File: src/rtl/pwm_multichannel_pkg.sv
// Shared definitions for the multi-channel PWM generator.
// Holds the mode and counter-direction encodings, the default widths shared
// with the I/O register decoder, and a helper that sizes the channel-index port.
package pwm_multichannel_pkg;

  // Output alignment mode, latched once per period boundary.
  typedef enum logic {
    PWM_MODE_EDGE   = 1'b0,
    PWM_MODE_CENTER = 1'b1
  } pwm_mode_e;

  // Period counter direction; only center-aligned mode ever counts down.
  typedef enum logic {
    DIR_UP   = 1'b0,
    DIR_DOWN = 1'b1
  } cnt_dir_e;

  localparam int DEF_NUM_CH        = 4;
  localparam int DEF_PWM_BIT_WIDTH = 8;
  localparam int DEF_PRESCALE_BITS = 12;

  // Width of a channel index: max(1, clog2(n)).
  function automatic int ch_idx_width(input int n);
    return (n > 1) ? $clog2(n) : 1;
  endfunction

endpackage

File: src/rtl/pwm_prescaler.sv
// Tick generator: emits a one-clock tick every prescale_i+1 clocks while run_i
// is high. Kept separate so other timers can reuse it.
//   clk_i      : clock
//   reset_i    : synchronous active-high reset
//   run_i      : count enable; when low the counter is held at 0
//   prescale_i : terminal count (tick every prescale_i+1 clocks)
//   tick_o     : combinational tick, high in the cycle the count reaches top
module pwm_prescaler
  import pwm_multichannel_pkg::*;
#(
  parameter int PRESCALE_BITS = DEF_PRESCALE_BITS
) (
  input  logic                     clk_i,
  input  logic                     reset_i,
  input  logic                     run_i,
  input  logic [PRESCALE_BITS-1:0] prescale_i,
  output logic                     tick_o
);

  logic [PRESCALE_BITS-1:0] pcnt_q, pcnt_d;

  // >= rather than == so that lowering prescale below the current count
  // terminates the interval immediately instead of wrapping the full range.
  always_comb begin
    tick_o = run_i && (pcnt_q >= prescale_i);
    pcnt_d = pcnt_q + PRESCALE_BITS'(1);
    if (!run_i || tick_o) begin
      pcnt_d = '0;
    end
  end

  always_ff @(posedge clk_i) begin
    if (reset_i) begin
      pcnt_q <= '0;
    end else begin
      pcnt_q <= pcnt_d;
    end
  end

endmodule

File: src/rtl/pwm_multichannel.sv
// Multi-channel PWM generator with one shared prescaler and period counter.
// Duty values are double-buffered (shadow -> active at each period boundary) so
// outputs never glitch mid-period. Supports edge- and center-aligned modes.
//   clk          : clock
//   reset        : synchronous active-high reset
//   en           : run enable; low holds the counter at 0 and outputs low
//   prescale     : counter advances every prescale+1 clocks
//   period       : counter top value, used live
//   center_mode  : 0 edge-aligned, 1 center-aligned; sampled at boundaries
//   wr_en/wr_ch/wr_duty : write a pending duty into a channel's shadow
//   pwm_out      : registered PWM outputs, one per channel
//   period_start : one-clock pulse marking the first count of each period
module pwm_multichannel
  import pwm_multichannel_pkg::*;
#(
  parameter int NUM_CH        = DEF_NUM_CH,
  parameter int PWM_BIT_WIDTH = DEF_PWM_BIT_WIDTH,
  parameter int PRESCALE_BITS = DEF_PRESCALE_BITS
) (
  input  logic                              clk,
  input  logic                              reset,
  input  logic                              en,
  input  logic [PRESCALE_BITS-1:0]          prescale,
  input  logic [PWM_BIT_WIDTH-1:0]          period,
  input  logic                              center_mode,
  input  logic                              wr_en,
  input  logic [ch_idx_width(NUM_CH)-1:0]   wr_ch,
  input  logic [PWM_BIT_WIDTH-1:0]          wr_duty,
  output logic [NUM_CH-1:0]                 pwm_out,
  output logic                              period_start
);

  localparam int CH_W = ch_idx_width(NUM_CH);
  localparam logic [PWM_BIT_WIDTH-1:0] ONE = PWM_BIT_WIDTH'(1);

  logic                     en_q;
  logic                     run;
  logic                     start;
  logic                     tick;
  logic                     wrap;
  logic                     bnd;
  logic [PWM_BIT_WIDTH-1:0] cnt_q, cnt_d;
  cnt_dir_e                 dir_q, dir_d;
  pwm_mode_e                mode_q, mode_d;
  logic                     frame_q;
  logic                     period_start_q;

  // The first enabled cycle is a "start" cycle: it acts as a period boundary
  // at cnt=0 without advancing, so the first frame looks like any other.
  assign run   = en && en_q;
  assign start = en && !en_q;

  pwm_prescaler #(
    .PRESCALE_BITS(PRESCALE_BITS)
  ) u_prescaler (
    .clk_i     (clk),
    .reset_i   (reset),
    .run_i     (run),
    .prescale_i(prescale),
    .tick_o    (tick)
  );

  // Period counter next state
  always_comb begin
    cnt_d = cnt_q;
    dir_d = dir_q;
    wrap  = 1'b0;
    if (!en || start) begin
      cnt_d = '0;
      dir_d = DIR_UP;
    end else if (tick) begin
      if (mode_q == PWM_MODE_EDGE) begin
        if (cnt_q >= period) begin
          cnt_d = '0;
          wrap  = 1'b1;
        end else begin
          cnt_d = cnt_q + ONE;
        end
      end else if (dir_q == DIR_UP) begin
        if (cnt_q >= period) begin
          // Turning around at 0 or 1 would land straight on 0, so that is
          // the frame end itself (covers period 0 and 1 without an extra 0).
          if (cnt_q <= ONE) begin
            cnt_d = '0;
            wrap  = 1'b1;
          end else begin
            cnt_d = cnt_q - ONE;
            dir_d = DIR_DOWN;
          end
        end else begin
          cnt_d = cnt_q + ONE;
        end
      end else begin
        if (cnt_q <= ONE) begin
          cnt_d = '0;
          dir_d = DIR_UP;
          wrap  = 1'b1;
        end else begin
          cnt_d = cnt_q - ONE;
        end
      end
    end
  end

  assign bnd    = start || wrap;
  assign mode_d = bnd ? pwm_mode_e'(center_mode) : mode_q;

  always_ff @(posedge clk) begin
    if (reset) begin
      en_q           <= 1'b0;
      cnt_q          <= '0;
      dir_q          <= DIR_UP;
      mode_q         <= PWM_MODE_EDGE;
      frame_q        <= 1'b0;
      period_start_q <= 1'b0;
    end else begin
      en_q           <= en;
      cnt_q          <= cnt_d;
      dir_q          <= dir_d;
      mode_q         <= mode_d;
      frame_q        <= bnd;
      period_start_q <= frame_q && en;
    end
  end

  assign period_start = period_start_q;

  // Per-channel duty buffering and compare
  for (genvar i = 0; i < NUM_CH; i++) begin : g_ch
    logic [PWM_BIT_WIDTH-1:0] shadow_q;
    logic [PWM_BIT_WIDTH-1:0] active_q;
    logic                     pwm_q;
    logic                     wr_sel;

    // Out-of-range indices match no channel and are dropped.
    assign wr_sel = wr_en && (wr_ch == CH_W'(i));

    always_ff @(posedge clk) begin
      if (reset) begin
        shadow_q <= '0;
        active_q <= '0;
        pwm_q    <= 1'b0;
      end else begin
        if (wr_sel) begin
          shadow_q <= wr_duty;
        end
        if (!en || bnd) begin
          active_q <= shadow_q;
        end
        pwm_q <= run && (active_q > cnt_q);
      end
    end

    assign pwm_out[i] = pwm_q;
  end

endmodule

File: config.mk
export PLATFORM = sky130hd
export DESIGN_NAME = pwm_multichannel
export DESIGN_NICKNAME = d
export VERILOG_FILES = /design/src/rtl/pwm_multichannel_pkg.sv /design/src/rtl/pwm_prescaler.sv /design/src/rtl/pwm_multichannel.sv
export SDC_FILE = /design/constraint.sdc
export NUM_CORES = 1
export LEC_CHECK = 0
export BUFFER_PORTS_ARGS = -buffer_cell sky130_fd_sc_hd__buf_2
export CAP_MARGIN = 10
export CORE_MARGIN = 2
export CORE_UTILIZATION = 30
export CTS_CLUSTER_DIAMETER = 30
export CTS_CLUSTER_SIZE = 14
export DETAILED_ROUTE_END_ITERATION = 10
export HOLD_SLACK_MARGIN = 0.06
export PLACE_DENSITY_LB_ADDON = 0.15
export SLEW_MARGIN = 20
export SYNTH_ARGS = -nofsm -noshare
export SYNTH_HDL_FRONTEND = slang
export SYNTH_SLANG_ARGS = --single-unit
export TNS_END_PERCENT = 5
File: constraint.sdc
create_clock -name clk -period 3 [get_ports clk]
set_input_delay 0.6 -clock clk [delete_from_list [all_inputs] [get_ports clk]]
set_output_delay 0.6 -clock clk [all_outputs]
set_load 0.005 [all_outputs]
* Word level (Yosys, flattened, before mapping)
Cells that the tools add are included.
** Word-level totals
- Flip-flop bits (word level) :: 93
- Bits of input ports :: 35
- Output and inout port bits :: 5
- Word-level logic and storage cells :: 70
** Operators by class
- Add/sub/neg operators :: 3
- Magnitude comparators :: 7
- Eq/ne operators :: 3
- Multiplexer cells :: 15
- Reduce and logical (&&, ||, !) cells :: 23
** Operator list (number)
- $mux 8 :: 5
- $gt 8x8->1 :: 4
- $add 12x1->12 const B :: 1
- $ge 12x12->1 :: 1
- $logic_and 1x1->1 :: 12
- $mux 1 :: 10
- $add 8x1->8 const B :: 1
- $ge 8x8->1 :: 1
- $le 8x1->1 const B :: 1
- $sub 8x1->8 const B :: 1
- $eq 2x2->1 const B :: 2
- $logic_or 1x1->1 :: 4
- $reduce_or 2->1 :: 2
- $logic_not 1->1 :: 3
- $eq 2x1->1 const B :: 1
- $logic_not 2->1 :: 1
- $reduce_and 2->1 :: 1

* Depth between registers and ports, before layout
- Word-level depth :: 9
- Mapped depth :: 9
- Gate-level depth less buffers :: 8

* Hierarchy
Synthesis repeated with hierarchy kept, for this count alone.
** Second synthesis, totals
- Cell total of the unflattened synthesis :: 538
- Area total of the unflattened synthesis :: 5068.6 µm²
** By module, submodules not included
- pwm_multichannel :: times used 1, cells an instance 438, area each 4187.8 µm², sequential area each 1621.6 µm²
- pwm_prescaler :: times used 1, cells an instance 100, area each 880.8 µm², sequential area each 240.2 µm²

* Worst setup path before layout
Ideal clock, no wire load.
- Kind :: input port to flip-flop
- Start :: in prescale[0]
- End :: reg g_ch[0].active_q[0]
- Setup time :: 0.072 ns
- Arrival :: 2.268 ns
- Data required time :: 2.928 ns
- Slack :: 0.661 ns
- Cell stages on the path :: 8
- Path buffers :: 1
- Cells stage by stage :: ha_1 > nand2b_1 > a2111o_1 > nand2_2 > o211ai_4 > a31oi_4 > buf_12 > mux2i_1
** On the way
- Cells in the longest elaborated chain, start to end :: 6
** RTL lines
- from (decl) :: line pwm_multichannel.sv:23 : input logic [PRESCALE_BITS-1:0] prescale,
- $ge 12x12->1 :: line pwm_prescaler.sv:25 : tick_o = run_i && (pcnt_q >= prescale_i);
- $logic_and 1x1->1 :: line pwm_prescaler.sv:25
- $mux 1 :: line pwm_multichannel.sv:71 : end else if (tick) begin
- $mux 1 :: line pwm_multichannel.sv:68 : if (!en || start) begin
- $logic_or 1x1->1 :: line pwm_multichannel.sv:105 : assign bnd = start || wrap;
- $logic_or 1x1->1 :: line pwm_multichannel.sv:147 : if (!en || bnd) begin
- to (signal assigned) :: line pwm_multichannel.sv:148 : active_q <= shadow_q;
- to (decl) :: line pwm_multichannel.sv:131 : logic [PWM_BIT_WIDTH-1:0] active_q;
Every way passes these cells.
A chain may end at the register's enable or synchronous reset.

* Worst setup path in the final report
- Start :: reg cnt_q[0]
- End :: reg g_ch[3].active_q[1]
** On the way
- Cells in the longest elaborated chain, start to end :: 9
- Elaborated cells between the ends (all ways) :: 11
- Those cells by class :: order compare (2); mux (7); reduce/logical (2)
** RTL lines
- from (decl) :: line pwm_multichannel.sv:42 : logic [PWM_BIT_WIDTH-1:0] cnt_q, cnt_d;
- from (signal assigned) :: line pwm_multichannel.sv:118 : cnt_q <= cnt_d;
- $le 8x1->1 :: line pwm_multichannel.sv:83, pwm_multichannel.sv:94
- $mux 1 :: line pwm_multichannel.sv:83, pwm_multichannel.sv:94
- $mux 1 :: line pwm_multichannel.sv:80 : if (cnt_q >= period) begin
- $mux 1 :: line pwm_multichannel.sv:79 : end else if (dir_q == DIR_UP) begin
- $mux 1 * :: line pwm_multichannel.sv:72 : if (mode_q == PWM_MODE_EDGE) begin
- $mux 1 * :: line pwm_multichannel.sv:71
- $mux 1 * :: line pwm_multichannel.sv:68
- $logic_or 1x1->1 * :: line pwm_multichannel.sv:105
- $logic_or 1x1->1 * :: line pwm_multichannel.sv:147
- to (signal assigned) :: line pwm_multichannel.sv:148
- to (decl) :: line pwm_multichannel.sv:131
Every way passes the cells marked *; elsewhere a longest branch is shown, timed or not.

==> qor.yml <==
logic_synthesis:
  synth_adder_area_share: 0.134
  ys_warn_count: 0
  synth-seq-cells: 93
  synthMuxAreaShare: 0.126
  async_reset_ff_frac: 0
  netlist_instances: 558
  syn_area_per_cell_sq_um: 9.40
  synthXorXnorAreaFrac: 0.0301
  synth_top_family_by_area: "simple AND/OR/NAND/NOR gates"
  synth-compound-area-share: 0.101
  netlist_area_sq_um: 5240
  synth_most_common_cell: "dfxtp_1"
  yosys.area_share.simple: 0.196
  synthTopCellsByCount: "93 x dfxtp_1, 72 x nand2b_1, 66 x mux2i_1"
  ys.flop_type: "dfxtp_1"
  synth.area.top_cells: "dfxtp_1 36%, ha_1 13%, mux2i_1 13%"
  synth_area_leader_cell: "dfxtp_1"
  ys_seq_area_frac: 0.355
  synth_fp_nets: 649
  synth.distinct_cells: 49
  synth_edf_count: 0
  synth.top_cell.area_share: 0.355
worst_setup_path:
  critPathCaptureType: "register"
  worst-path-buf-inv: 2
  cpMaxStageDelayCell: "dfxtp_1"
  cp.arrival_ps: 2780
  worstPathCellList: "inv_1 > ha_1 > o2111ai_1 > nand2_1 > a31oi_4 > buf_12 > mux2i_1"
  start_kind: "register"
  startpoint: "cnt_q[0]$_SDFFE_PP0P_"
  cp_max_fo: 32
  crit_family: "flip-flops"
  rr_startpoint: "cnt_q[0]$_SDFFE_PP0P_"
  slowest_delay_ps: 620
  path_class: "register to register"
  required_ps: 3280
clock_tree:
  cts_inserted_buffers: 9
  h-tree-depth: 3
  cts_buffer_depth: 2
  cts.clk_slew.worst_paths_ps: 70
  post_cts_buffers: 0
  cts_resized: 0
  cts_tree: "built"
  clk_latency_ps: 360
  root_buffer: "clkbuf_16"
  cts_hold_buffers: 0
  clock-sinks: 93
die:
  initial_core_util: 0.305
  die_area_sq_um: 18500
  die_w_um: 136
  rows: 48
  core_area_sq_um: 17200
  io_pins: 40
  fp.dieH_um: 136
sta:
  setup_tns_ps: 0
  fmaxAchievable_mhz: 401
  hold_viol_final: 0
  fin_crit_sh: 0.831
  maxSlewHeadroom: 0.462
  grt_setup_unrepaired: "no"
  setup_viol: 0
  fin_skew_ps: 13.5
  finalMaxSlewViolations: 0
  worst_pin_slew_ps: 807
  whs_ps: 431
  fin_crit_ps: 2490
status:
  status: "complete, no violations"
pwr:
  peakVddDrop_uv: 291
  leakage_nw: 2.64
  powerDensity_nw_per_um2: 460
routing:
  wl_met2_um: 4880
  viasPerCell: 4.69
  route.met3.wl_um: 392
  wl_per_cell_um: 14.1
  drcViolationCount: 0
  wl_met1_um: 5980
  ant_nets: 0
  wirelength_um: 11500
  num_vias: 3829
  drtIter0Drc: 201
  drtPass1Iterations: 4
  topRoutingLayerUsed: "met4"
global_routing:
  grt_max_degree: 100
  grtUsageTotal: 0.132
  grt_pass1_wl_um: 19000
  antenna_found_initial: 0
  grt_pass1_vias: 3706
  grt_overflow: 0
cells_and_area:
  drive_above_1_share: 0.122
  area.growth.synth_to_final_pct: 12.9
  antennaDiodeCount: 0
  fillers: 1843
  num-nets-final: 677
placement:
  dp_hpwl_um: 8350
  io_buffers: 39
  gp_congestion: 0.780
min_path:
  hold_class: "register to register"
  min_from: "frame_q$_SDFF_PP0_"
flow_run:
  drv_cap: 0
flip-flops by register name, indices dropped and copies added, names as in the netlist:
signal              flops
period_start            1
cnt_q                   8
g_ch.pwm_q              4
mode_q                  1
g_ch.active_q          32
dir_q                   1
frame_q                 1
en_q                    1
g_ch.shadow_q          32
u_prescaler.pcnt_q     12
path summary, 6_finish.rpt:
path | to | slack [ps] | cells past startpoint
worst min-delay path | period_start$_SDFF_PP0_ | 430 | 1
worst min register to register | period_start$_SDFF_PP0_ | 430 | 1
worst max-delay path | g_ch[3].active_q[1]$_SDFFE_PP0P_ | 510 | 7
worst max register to register | g_ch[3].active_q[1]$_SDFFE_PP0P_ | 510 | 7
cells in the final DEF (no fill, tap or decap), types with 2 or more instances in the layout:
master     instances
a211oi_1           2
a21o_1             9
a21oi_1           16
a31oi_1            2
a32oi_1            2
a41oi_1            2
and2_1             3
and3_1             4
buf_2             39
buf_4              3
bufinv_16          2
clkbuf_16          9
dfxtp_1           93
ha_1              56
inv_1             36
mux2i_1           66
nand2_1           11
nand2b_1          72
nand3_1           16
nand3b_1           2
nand4_1           10
nor2_1            54
nor2b_1            6
nor3_1             6
o211a_1            4
o21a_1             6
o21ai_0           10
o221a_2            5
o22ai_1            4
xnor2_1           12
xor2_1             6
power by group:
part	leakage, nW	switching (W)	internal, W
logic	1.73	0.000104	0.0000956
clock network	0.155	0.000508	0.000738
registers	0.753	0.0000159	0.00126
total	2.64	0.000628	0.00209
cells by family after synthesis:
family	Yosys count
AO/OA/AOI/OAI	71
multiplexers	66
XOR/XNOR	18
buffers and inverters	62
AND/OR/NAND/NOR	192
adder cells (fa/ha/maj)	56
flip-flops	93
final cells by class:
cell class / count / area, sq um / area share
clock buffer: 10 / 229 / 0.0387
multi-input combinational: 403 / 3080 / 0.521
tap: 225 / 282 / 0.0476
clock inverter: 6 / 92.6 / 0.0156
sequential: 93 / 1860 / 0.315
inverter: 36 / 135 / 0.0228
timing repair buffer: 43 / 238 / 0.0402
per-stage QoR:
step                      cells   util  worst slack, ps  cell area [sq um]  total power, W
final                       816  0.345              507               5920         0.00272
after detailed placement    800  0.326              310               5600         0.00151
after CTS                   816  0.345              504               5920         0.00277
after floorplan             558      -              661               5240         0.00144
after global placement      800  0.326              357               5600         0.00150
after global routing        816  0.345              285               5920         0.00284
per-layer routing:
metal / GRT usage / up-vias
met2: 0.203 / 62
met4: 0.0509 / 0
met1: 0.178 / 1764
met5: 0 / -
li1: - / 1986
met3: 0.0317 / 17
Power figures use the tool's default switching activity.
